[src/rtl/yrv_intc_pkg.sv]
// Shared constants, state encoding and priority helper for the YRV interrupt controller.
package yrv_intc_pkg;

  localparam int unsigned IDW    = 4;
  localparam int unsigned MAXSRC = 15;
  localparam int unsigned DW     = 16;
  localparam int unsigned AW     = 3;

  localparam logic [IDW-1:0] ID_NONE = '0;

  localparam logic [AW-1:0] INTC_PEND     = 3'd0;
  localparam logic [AW-1:0] INTC_ENABLE   = 3'd1;
  localparam logic [AW-1:0] INTC_MODE     = 3'd2;
  localparam logic [AW-1:0] INTC_CLAIM    = 3'd3;
  localparam logic [AW-1:0] INTC_COMPLETE = 3'd4;

  typedef enum logic [1:0] {
    IDLE    = 2'd0,
    REQ     = 2'd1,
    SERVICE = 2'd2
  } intc_state_e;

  // Lowest set bit wins; returns its index plus one, or ID_NONE.
  function automatic logic [IDW-1:0] first_id(input logic [MAXSRC-1:0] req);
    logic [IDW-1:0] id;
    id = ID_NONE;
    for (int i = int'(MAXSRC) - 1; i >= 0; i--) begin
      if (req[i]) id = IDW'(i + 1);
    end
    return id;
  endfunction

endpackage

[src/rtl/yrv_intc_sync.sv]
// Per-source 2-flop synchronizer with a history flop for rising-edge detection.
module yrv_intc_sync #(
  parameter int unsigned NSRC = 8
) (
  input  logic            clk,
  input  logic            resetb,
  input  logic [NSRC-1:0] irq_src,
  output logic [NSRC-1:0] lvl,
  output logic [NSRC-1:0] rise_c
);

  logic [NSRC-1:0] s1_q, s1_d;
  logic [NSRC-1:0] s2_q, s2_d;
  logic [NSRC-1:0] s3_q, s3_d;

  always_comb begin
    s1_d = irq_src;
    s2_d = s1_q;
    s3_d = s2_q;
  end

  always_ff @(posedge clk or negedge resetb) begin
    if (!resetb) begin
      s1_q <= '0;
      s2_q <= '0;
      s3_q <= '0;
    end else begin
      s1_q <= s1_d;
      s2_q <= s2_d;
      s3_q <= s3_d;
    end
  end

  assign lvl    = s2_q;
  assign rise_c = s2_q & ~s3_q;

endmodule

[src/rtl/yrv_intc.sv]
// Vectored interrupt controller: pending/enable/mode registers, claim/complete FSM, ei_req.
module yrv_intc
  import yrv_intc_pkg::*;
#(
  parameter int unsigned NSRC = 8
) (
  input  logic            clk,
  input  logic            resetb,
  input  logic [NSRC-1:0] irq_src,
  input  logic            reg_sel,
  input  logic            reg_wr,
  input  logic [AW-1:0]   reg_addr,
  input  logic [DW-1:0]   reg_wdata,
  output logic [DW-1:0]   reg_rdata,
  output logic            ei_req
);

  logic [NSRC-1:0] lvl, rise_c;
  logic [NSRC-1:0] pend_q, pend_d;
  logic [NSRC-1:0] enable_q, enable_d;
  logic [NSRC-1:0] mode_q, mode_d;
  logic [NSRC-1:0] w1c_mask_c, claim_mask_c;
  logic [IDW-1:0]  cand_c;
  logic [IDW-1:0]  svc_id_q, svc_id_d;
  logic [DW-1:0]   rdata_q, rdata_d;
  logic            ei_req_q, ei_req_d;
  logic            rd_c, wr_c, claim_c, complete_c;
  logic            wdata_unused_c;
  intc_state_e     state_q, state_d;

  yrv_intc_sync #(.NSRC(NSRC)) u_sync (
    .clk     (clk),
    .resetb  (resetb),
    .irq_src (irq_src),
    .lvl     (lvl),
    .rise_c  (rise_c)
  );

  assign rd_c           = reg_sel & ~reg_wr;
  assign wr_c           = reg_sel & reg_wr;
  assign cand_c         = first_id(MAXSRC'(pend_q & enable_q));
  assign claim_c        = rd_c && (reg_addr == INTC_CLAIM) && (state_q == REQ) && (cand_c != ID_NONE);
  assign complete_c     = wr_c && (reg_addr == INTC_COMPLETE) && (reg_wdata[IDW-1:0] == svc_id_q);
  assign wdata_unused_c = ^reg_wdata;

  // Register writes, pending update and read mux.
  always_comb begin
    enable_d     = enable_q;
    mode_d       = mode_q;
    w1c_mask_c   = '0;
    claim_mask_c = '0;
    rdata_d      = rdata_q;
    if (wr_c) begin
      case (reg_addr)
        INTC_PEND:   w1c_mask_c = reg_wdata[NSRC-1:0];
        INTC_ENABLE: enable_d   = reg_wdata[NSRC-1:0];
        INTC_MODE:   mode_d     = reg_wdata[NSRC-1:0];
        default:     ;
      endcase
    end
    for (int i = 0; i < int'(NSRC); i++) begin
      if (claim_c && (cand_c == IDW'(i + 1))) claim_mask_c[i] = 1'b1;
    end
    // Edge sources: a new edge beats a same-cycle clear. Level sources track s2.
    pend_d = (mode_q & ((pend_q & ~(w1c_mask_c | claim_mask_c)) | rise_c)) | (~mode_q & lvl);
    if (rd_c) begin
      case (reg_addr)
        INTC_PEND:   rdata_d = DW'(pend_q);
        INTC_ENABLE: rdata_d = DW'(enable_q);
        INTC_MODE:   rdata_d = DW'(mode_q);
        INTC_CLAIM:  rdata_d = DW'(cand_c);
        default:     rdata_d = '0;
      endcase
    end
  end

  // Claim/complete state machine.
  always_comb begin
    state_d  = state_q;
    svc_id_d = svc_id_q;
    case (state_q)
      IDLE: begin
        if (cand_c != ID_NONE) state_d = REQ;
      end
      REQ: begin
        if (cand_c == ID_NONE) begin
          state_d = IDLE;
        end else if (claim_c) begin
          state_d  = SERVICE;
          svc_id_d = cand_c;
        end
      end
      SERVICE: begin
        if (complete_c) begin
          state_d  = IDLE;
          svc_id_d = ID_NONE;
        end
      end
      default: state_d = IDLE;
    endcase
    ei_req_d = (state_d == REQ);
  end

  always_ff @(posedge clk or negedge resetb) begin
    if (!resetb) begin
      pend_q   <= '0;
      enable_q <= '0;
      mode_q   <= '0;
      rdata_q  <= '0;
      svc_id_q <= ID_NONE;
      state_q  <= IDLE;
      ei_req_q <= 1'b0;
    end else begin
      pend_q   <= pend_d;
      enable_q <= enable_d;
      mode_q   <= mode_d;
      rdata_q  <= rdata_d;
      svc_id_q <= svc_id_d;
      state_q  <= state_d;
      ei_req_q <= ei_req_d;
    end
  end

  assign reg_rdata = rdata_q;
  assign ei_req    = ei_req_q;

endmodule
[config.mk]
export PLATFORM = sky130hd
export DESIGN_NAME = yrv_intc
export DESIGN_NICKNAME = d
export VERILOG_FILES = /design/src/rtl/yrv_intc_pkg.sv /design/src/rtl/yrv_intc_sync.sv /design/src/rtl/yrv_intc.sv
export SDC_FILE = /design/constraint.sdc
export NUM_CORES = 1
export LEC_CHECK = 0
export CAP_MARGIN = 20
export CORE_ASPECT_RATIO = 0.9
export CORE_MARGIN = 4
export CORE_UTILIZATION = 55
export CTS_CLUSTER_DIAMETER = 200
export DETAILED_ROUTE_END_ITERATION = 10
export HOLD_SLACK_MARGIN = 0.08
export PLACE_DENSITY = 0.89
export SLEW_MARGIN = 25
export SYNTH_ARGS = -nofsm -noshare
export SYNTH_HDL_FRONTEND = slang
export SYNTH_SLANG_ARGS = --single-unit
export TNS_END_PERCENT = 20
[constraint.sdc]
create_clock -name clk -period 3.5 [get_ports clk]
set_input_delay 0.35 -clock clk [delete_from_list [all_inputs] [get_ports clk]]
set_output_delay 0.35 -clock clk [all_outputs]
set_load 0.05 [all_outputs]
; Word level (Yosys, flattened, before mapping)
; Cells that the tools add are included.
[word_totals]
wordCells = 99
ff_bits = 71
input_bits = 31
output_inout_bits = 17
[op_classes]
reduce_logical = 21
bitwise = 14
muxes = 35
eq_ne = 19
[ops]
columns = cell, count
row1 = $mux W4, 18
row2 = $and A8 B8 Y8, 5
row3 = $pmux W8 S4, 1
row4 = $not A8 Y8, 3
row5 = $or A8 B8 Y8, 3
row6 = $eq A4 B3 Y1 const B, 4
row7 = $mux W8, 2
row8 = $logic_and A1 B1 Y1, 13
row9 = $eq A4 B2 Y1 const B, 2
row10 = $mux W1, 8
row11 = $mux W2, 4
row12 = $pmux W4 S2, 1
row13 = $eq A3 B2 Y1 const B, 2
row14 = $ne A2 B2 Y1 const B, 3
row15 = $pmux W2 S3, 1
row16 = $eq A2 B1 Y1 const B, 2
row17 = $eq A4 B1 Y1 const B, 1
row18 = $eq A4 B4 Y1, 1
row19 = $eq A4 B4 Y1 const B, 1
row20 = $logic_not A4 Y1, 1
row21 = $reduce_and A2 Y1, 2
row22 = $reduce_and A4 Y1, 1
row23 = $reduce_bool A4 Y1, 1
row24 = $eq A3 B1 Y1 const B, 1
row25 = 7 further kinds, 8

; Longest topological paths before layout
[depth]
depth_word = 25
ltp_mapped = 6
mapped_depth_nobuf = 5

; By module
; Synthesis repeated with hierarchy kept, for this count alone.
[hier_totals]
hier_cells = 245
area_unflattened_um2 = 2914.0
[by_module_without_submodules]
columns = module, seq_area_each_um2, cells_per_inst, area_per_inst_um2, instances
row1 = yrv_intc, 975.9, 213, 2203.4, 1
row2 = yrv_intc_sync, 600.6, 32, 710.7, 1

; Worst setup path before layout
; Ideal clock, no wire load.
[synth_timing]
path_kind = register -> register
startpoint = reg pend_q[4]
endpoint = reg svc_id_q[0]
slack_ns = 1.581
required_ns = 3.375
path_buffers = 0
arrival_ns = 1.793
stages_incl_launch_ff = 6
period_less_slack_ns = 1.919
setup_ns = 0.125
cell_sequence = dfrtp_1 -> a22o_1 -> o31a_1 -> a2111oi_4 -> nand2b_4 -> mux2_4
[synth_between]
elab_chain_len = 10
elab_cells_between_ends = 15
[synth_lines]
columns = element, line
row1 = "start, declared", yrv_intc.sv:19  ; logic [NSRC-1:0] pend_q, pend_d;
row2 = "start signal, assigned", yrv_intc.sv:114  ; pend_q <= pend_d;
row3 = $and A8 B8 Y8 *, yrv_intc.sv:41  ; assign cand_c = first_id(MAXSRC'(pend_q & enable_q));
row4 = $mux W4 * (5 in series), yrv_intc_pkg.sv:28  ; if (req[i]) id = IDW'(i + 1);
row5 = $reduce_bool A4 Y1, yrv_intc.sv:42  ; assign claim_c = rd_c && (reg_addr == INTC_CLAIM) && (state_q == REQ) && (cand_c != ID_NONE);
row6 = $logic_and A1 B1 Y1, yrv_intc.sv:42
row7 = $ne A2 B2 Y1 (no line), n/a
row8 = $reduce_and A4 Y1 (no line), n/a
row9 = "end signal, assigned", yrv_intc.sv:118  ; svc_id_q <= svc_id_d;
row10 = "end, declared", yrv_intc.sv:24  ; logic [IDW-1:0] svc_id_q, svc_id_d;
; Every way passes the cells marked *; elsewhere a longest branch is shown, timed or not. The select of a mux whose other input is x is not followed.
; A chain may end at the register's enable or synchronous reset.

; Final worst setup path
[layout_timing]
startpoint = in reg_addr[2]
endpoint = reg pend_q[6]
[layout_between]
elab_chain_len = 12
elab_cells_between_ends = 15
[layout_lines]
columns = element, line
row1 = "start, declared", yrv_intc.sv:12  ; input logic [AW-1:0] reg_addr,
row2 = $eq A3 B2 Y1, yrv_intc.sv:42
row3 = $logic_and A1 B1 Y1 (3 in series), yrv_intc.sv:42
row4 = $logic_and A1 B1 Y1, yrv_intc.sv:62  ; if (claim_c && (cand_c == IDW'(i + 1))) claim_mask_c[i] = 1'b1;
row5 = $mux W1, yrv_intc.sv:62
row6 = $or A8 B8 Y8 *, yrv_intc.sv:65  ; pend_d = (mode_q & ((pend_q & ~(w1c_mask_c | claim_mask_c)) | rise_c)) | (~mode_q & lvl);
row7 = $not A8 Y8 *, yrv_intc.sv:65
row8 = $and A8 B8 Y8 *, yrv_intc.sv:65
row9 = $or A8 B8 Y8 *, yrv_intc.sv:65
row10 = $and A8 B8 Y8 *, yrv_intc.sv:65
row11 = $or A8 B8 Y8 *, yrv_intc.sv:65
row12 = via pend_d[6], yrv_intc.sv:19
; Mark *: on every way through the listed nets, which the timed path passes. The rest lies on a longest branch.

==> impl_metrics.env <==
export IMPL_status="completed"
export IMPL_first_pass_iters=4
export IMPL_post_route_period_util_pct=65.8
export IMPL_cpLargestDelayFamily="simple AND/OR/NAND/NOR gates"
export IMPL_period_needed_ns=2.30
export IMPL_io_buffer_count=31
export IMPL_r2r_start="pend_q[4]"
export IMPL_cts_htree_levels=3
export IMPL_clkSinkCount=63
export IMPL_finClkSkew_ns=0.00587
export IMPL_clockBufferDepth=2
export IMPL_num_antenna_cells=0
export IMPL_ys_top_cells_by_area="dfrtp_1, mux2_2, a22o_1, nand2_1, mux2i_1"
export IMPL_synth_main_ff_cell="dfrtp_1"
export IMPL_crit_chain="clkdlybuf4s50_1, and3b_1, nand4b_1, nor3b_1, nand4_1, a22o_1"
export IMPL_maxSlewViolCount=0
export IMPL_cts_root_buf="clkbuf_8"
export IMPL_crit_type="primary input to register"
export IMPL_grt_max_degree=41
export IMPL_finish_utilization_pct=68.6
export IMPL_avgSynthCellArea_um2=12.0
export IMPL_syn_to_final_growth_pct=20.6
export IMPL_globalplace_congestion=0.907
export IMPL_drt_iter0_markers=198
export IMPL_slowest_stage="clkdlybuf4s50_1"
export IMPL_ys_seq_area_share_pct=57.0
export IMPL_clock_latency_ns=0.34
export IMPL_critPathMaxStageDelay_ns=0.53
export IMPL_nets=305
export IMPL_yosysTopAreaCellShare_pct=57.0
export IMPL_finalInstanceArea_mm2=0.00334
export IMPL_cts_tree="built"
export IMPL_relSlewSlack_pct=59.3
export IMPL_fmax_mhz=435
export IMPL_dieHeight_um=75.3
export IMPL_dp_hpwl_mm=4.32
export IMPL_synthArstFlopShare_pct=100
export IMPL_syn_area_mm2=0.00277
export IMPL_gr_total_overflow=0
export IMPL_via_per_inst=5.78
export IMPL_ctsResizeCount=0
export IMPL_yosysMostFrequentCell="dfrtp_1"
export IMPL_worstReg2RegEnd="svc_id_q[0]"
export IMPL_drc=0
export IMPL_placed_cell_area_mm2=0.00314
export IMPL_clk_pin_slew_worst_paths_ns=0.07
export IMPL_startpoint_type="primary input"
export IMPL_timing_hold_ws_ns=0.345
export IMPL_p_per_area_mw_per_mm2=617
export IMPL_final_layout_size_suffix_gt1_share_pct=17.6
export IMPL_die_w_um=82.8
export IMPL_min_to="u_sync.lvl[6]"
export IMPL_grt_pass1_wl_mm=9.72
export IMPL_fin_tns_setup_ns=0
export IMPL_dp_cells=327
export IMPL_min_path_cells=0
export IMPL_worstPathRequired_ns=3.73
export IMPL_cap_violations=0
export IMPL_r2r_slack_ns=1.42
export IMPL_reg2regPathDepth=5
export IMPL_setup_viol=0
export IMPL_rsz0062_at_grt="false"
export IMPL_antenna_found_initial=0
export IMPL_yosysTopAreaCell="dfrtp_1"
export IMPL_hold_class="register to register"
export IMPL_cp_arrival_ns=2.53
export IMPL_synthCells=230
export IMPL_p_leak_nw=1.45
export IMPL_hold_path_startpoint="u_sync.s1_q[6]"
export IMPL_synth_edff_count=0
export IMPL_rows=24
export IMPL_track_usage_pct=21.7
export IMPL_wl_mm=5.93
export IMPL_core_area_mm2=0.00486
export IMPL_die_area_mm2=0.00623
export IMPL_route_vias_total=1989
export IMPL_crit_fanout=8
export IMPL_setup_worst_path_end_class="register"
export IMPL_finalNonFillerCells=344
export IMPL_synth_commonest_cells="dfrtp_1, nand2_1, a22o_1"
export IMPL_start_util_pct=56.9
export IMPL_yosysWarnings=0
export IMPL_grt_pass1_vias=1890
export IMPL_boundaryPins=48
export IMPL_ant_nets=0
export IMPL_synth_seq_cells=63
export IMPL_hold_violations=0
export IMPL_critPathBufInv=1
export IMPL_routedWlPerCell_um=17.2
export IMPL_fill_cells=376
export IMPL_ir_drop_mv=0.303
export IMPL_tightest_slew_ns=0.605
export IMPL_yosysUniqueCellTypes=43
export IMPL_cts_made_buffers=9
-- cell families (layout without fill, tap and decap cells) --
logic type	after synthesis	after routing	share of synthesized area (%)
simple gates	71	71	13.1
flops	63	63	57.0
compound gates	52	52	14.7
mux	26	26	10.5
buf+inv	13	55	3.26
xor+xnor	4	4	1.27
other cells	1	8	0.136
-- sequential cells by signal, summed over array words and instances, names as in the netlist --
signal and cells:
svc_id_q 4, mode_q 8, u_sync.s1_q 8, pend_q 8
enable_q 8, u_sync.s3_q 8, reg_rdata 8, state_q 2
u_sync.lvl 8, ei_req 1
-- worst reg2reg max path: cells and delay by family, from the launching register on --
kind / cells / cell delay [ns]
compound gates: 3 / 0.99
flops: 1 / 0.41
mux: 1 / 0.31
simple gates: 1 / 0.24
-- metrics by stage --
stage	power (mW)	setup WS, ns
finish	2.06	1.20
detailed placement	1.50	0.863
CTS	2.08	1.22
global placement	1.48	0.906
floorplan	1.33	1.58
global route	2.17	1.11
-- routing by layer --
layer	up-vias	routed length, um	track usage (%)
met2	85	2800	33.1
met3	13	431	5.98
met5	-	0	0
li1	924	-	-
met4	0	141	11.1
met1	967	2550	28.4
-- worst max path at each step --
| stage | slack (ns) | endpoint | depth (start not counted) | startpoint |
|---|---|---|---|---|
| finish | 1.20 | pend_q[6] | 6 | reg_addr[2] |
| global route | 1.11 | pend_q[6] | 6 | reg_addr[2] |
| CTS | 1.22 | pend_q[6] | 6 | reg_addr[2] |
| detailed placement | 0.86 | pend_q[6] | 6 | reg_addr[2] |
| global placement | 0.91 | pend_q[6] | 6 | reg_addr[2] |
| floorplan | 1.58 | svc_id_q[0] | 5 | pend_q[4] |
-- area by class of cell --
cell class                 instances  area [um2]  area share [%]
clock inverter                     5        32.5           0.975
tap                               65        81.3            2.44
timing repair buffer              39         368            11.0
sequential                        63        1580            47.3
multi-input combinational        161        1130            33.8
clock buffer                      11         151            4.54
-- power by group --
part           leakage [nW]  internal [mW]  total, mW  switching [mW]
clock                0.0873          0.292      0.569           0.277
combinational         0.595          0.239      0.529           0.291
sequential            0.764          0.845      0.960           0.115
-- cells in the final DEF (no fill, tap or decap), types with 2 or more instances in the layout --
cell type / instances
clkinvlp_4: 3
nor2_1: 9
clkbuf_8: 11
o21ai_0: 6
mux2_4: 2
clkinv_2: 2
dfrtp_1: 63
nand2b_1: 2
nor2b_1: 3
conb_1: 8
a22o_1: 17
mux2_2: 16
buf_4: 7
a311oi_1: 2
nand3_1: 6
a31o_2: 3
and2_1: 4
a22oi_1: 2
a21oi_1: 10
nand4_1: 4
a221o_1: 2
clkdlybuf4s50_1: 30
nand2_1: 33
xnor2_1: 4
nor4_1: 2
mux2i_1: 8
-- what timing repair did --
action,in CTS,in global routing
hold buffers,1,0
hold endpoints to repair,23,0
endpoints found under the setup margin,0,0
buffers inserted,0,0
Power figures use the tool's default switching activity.
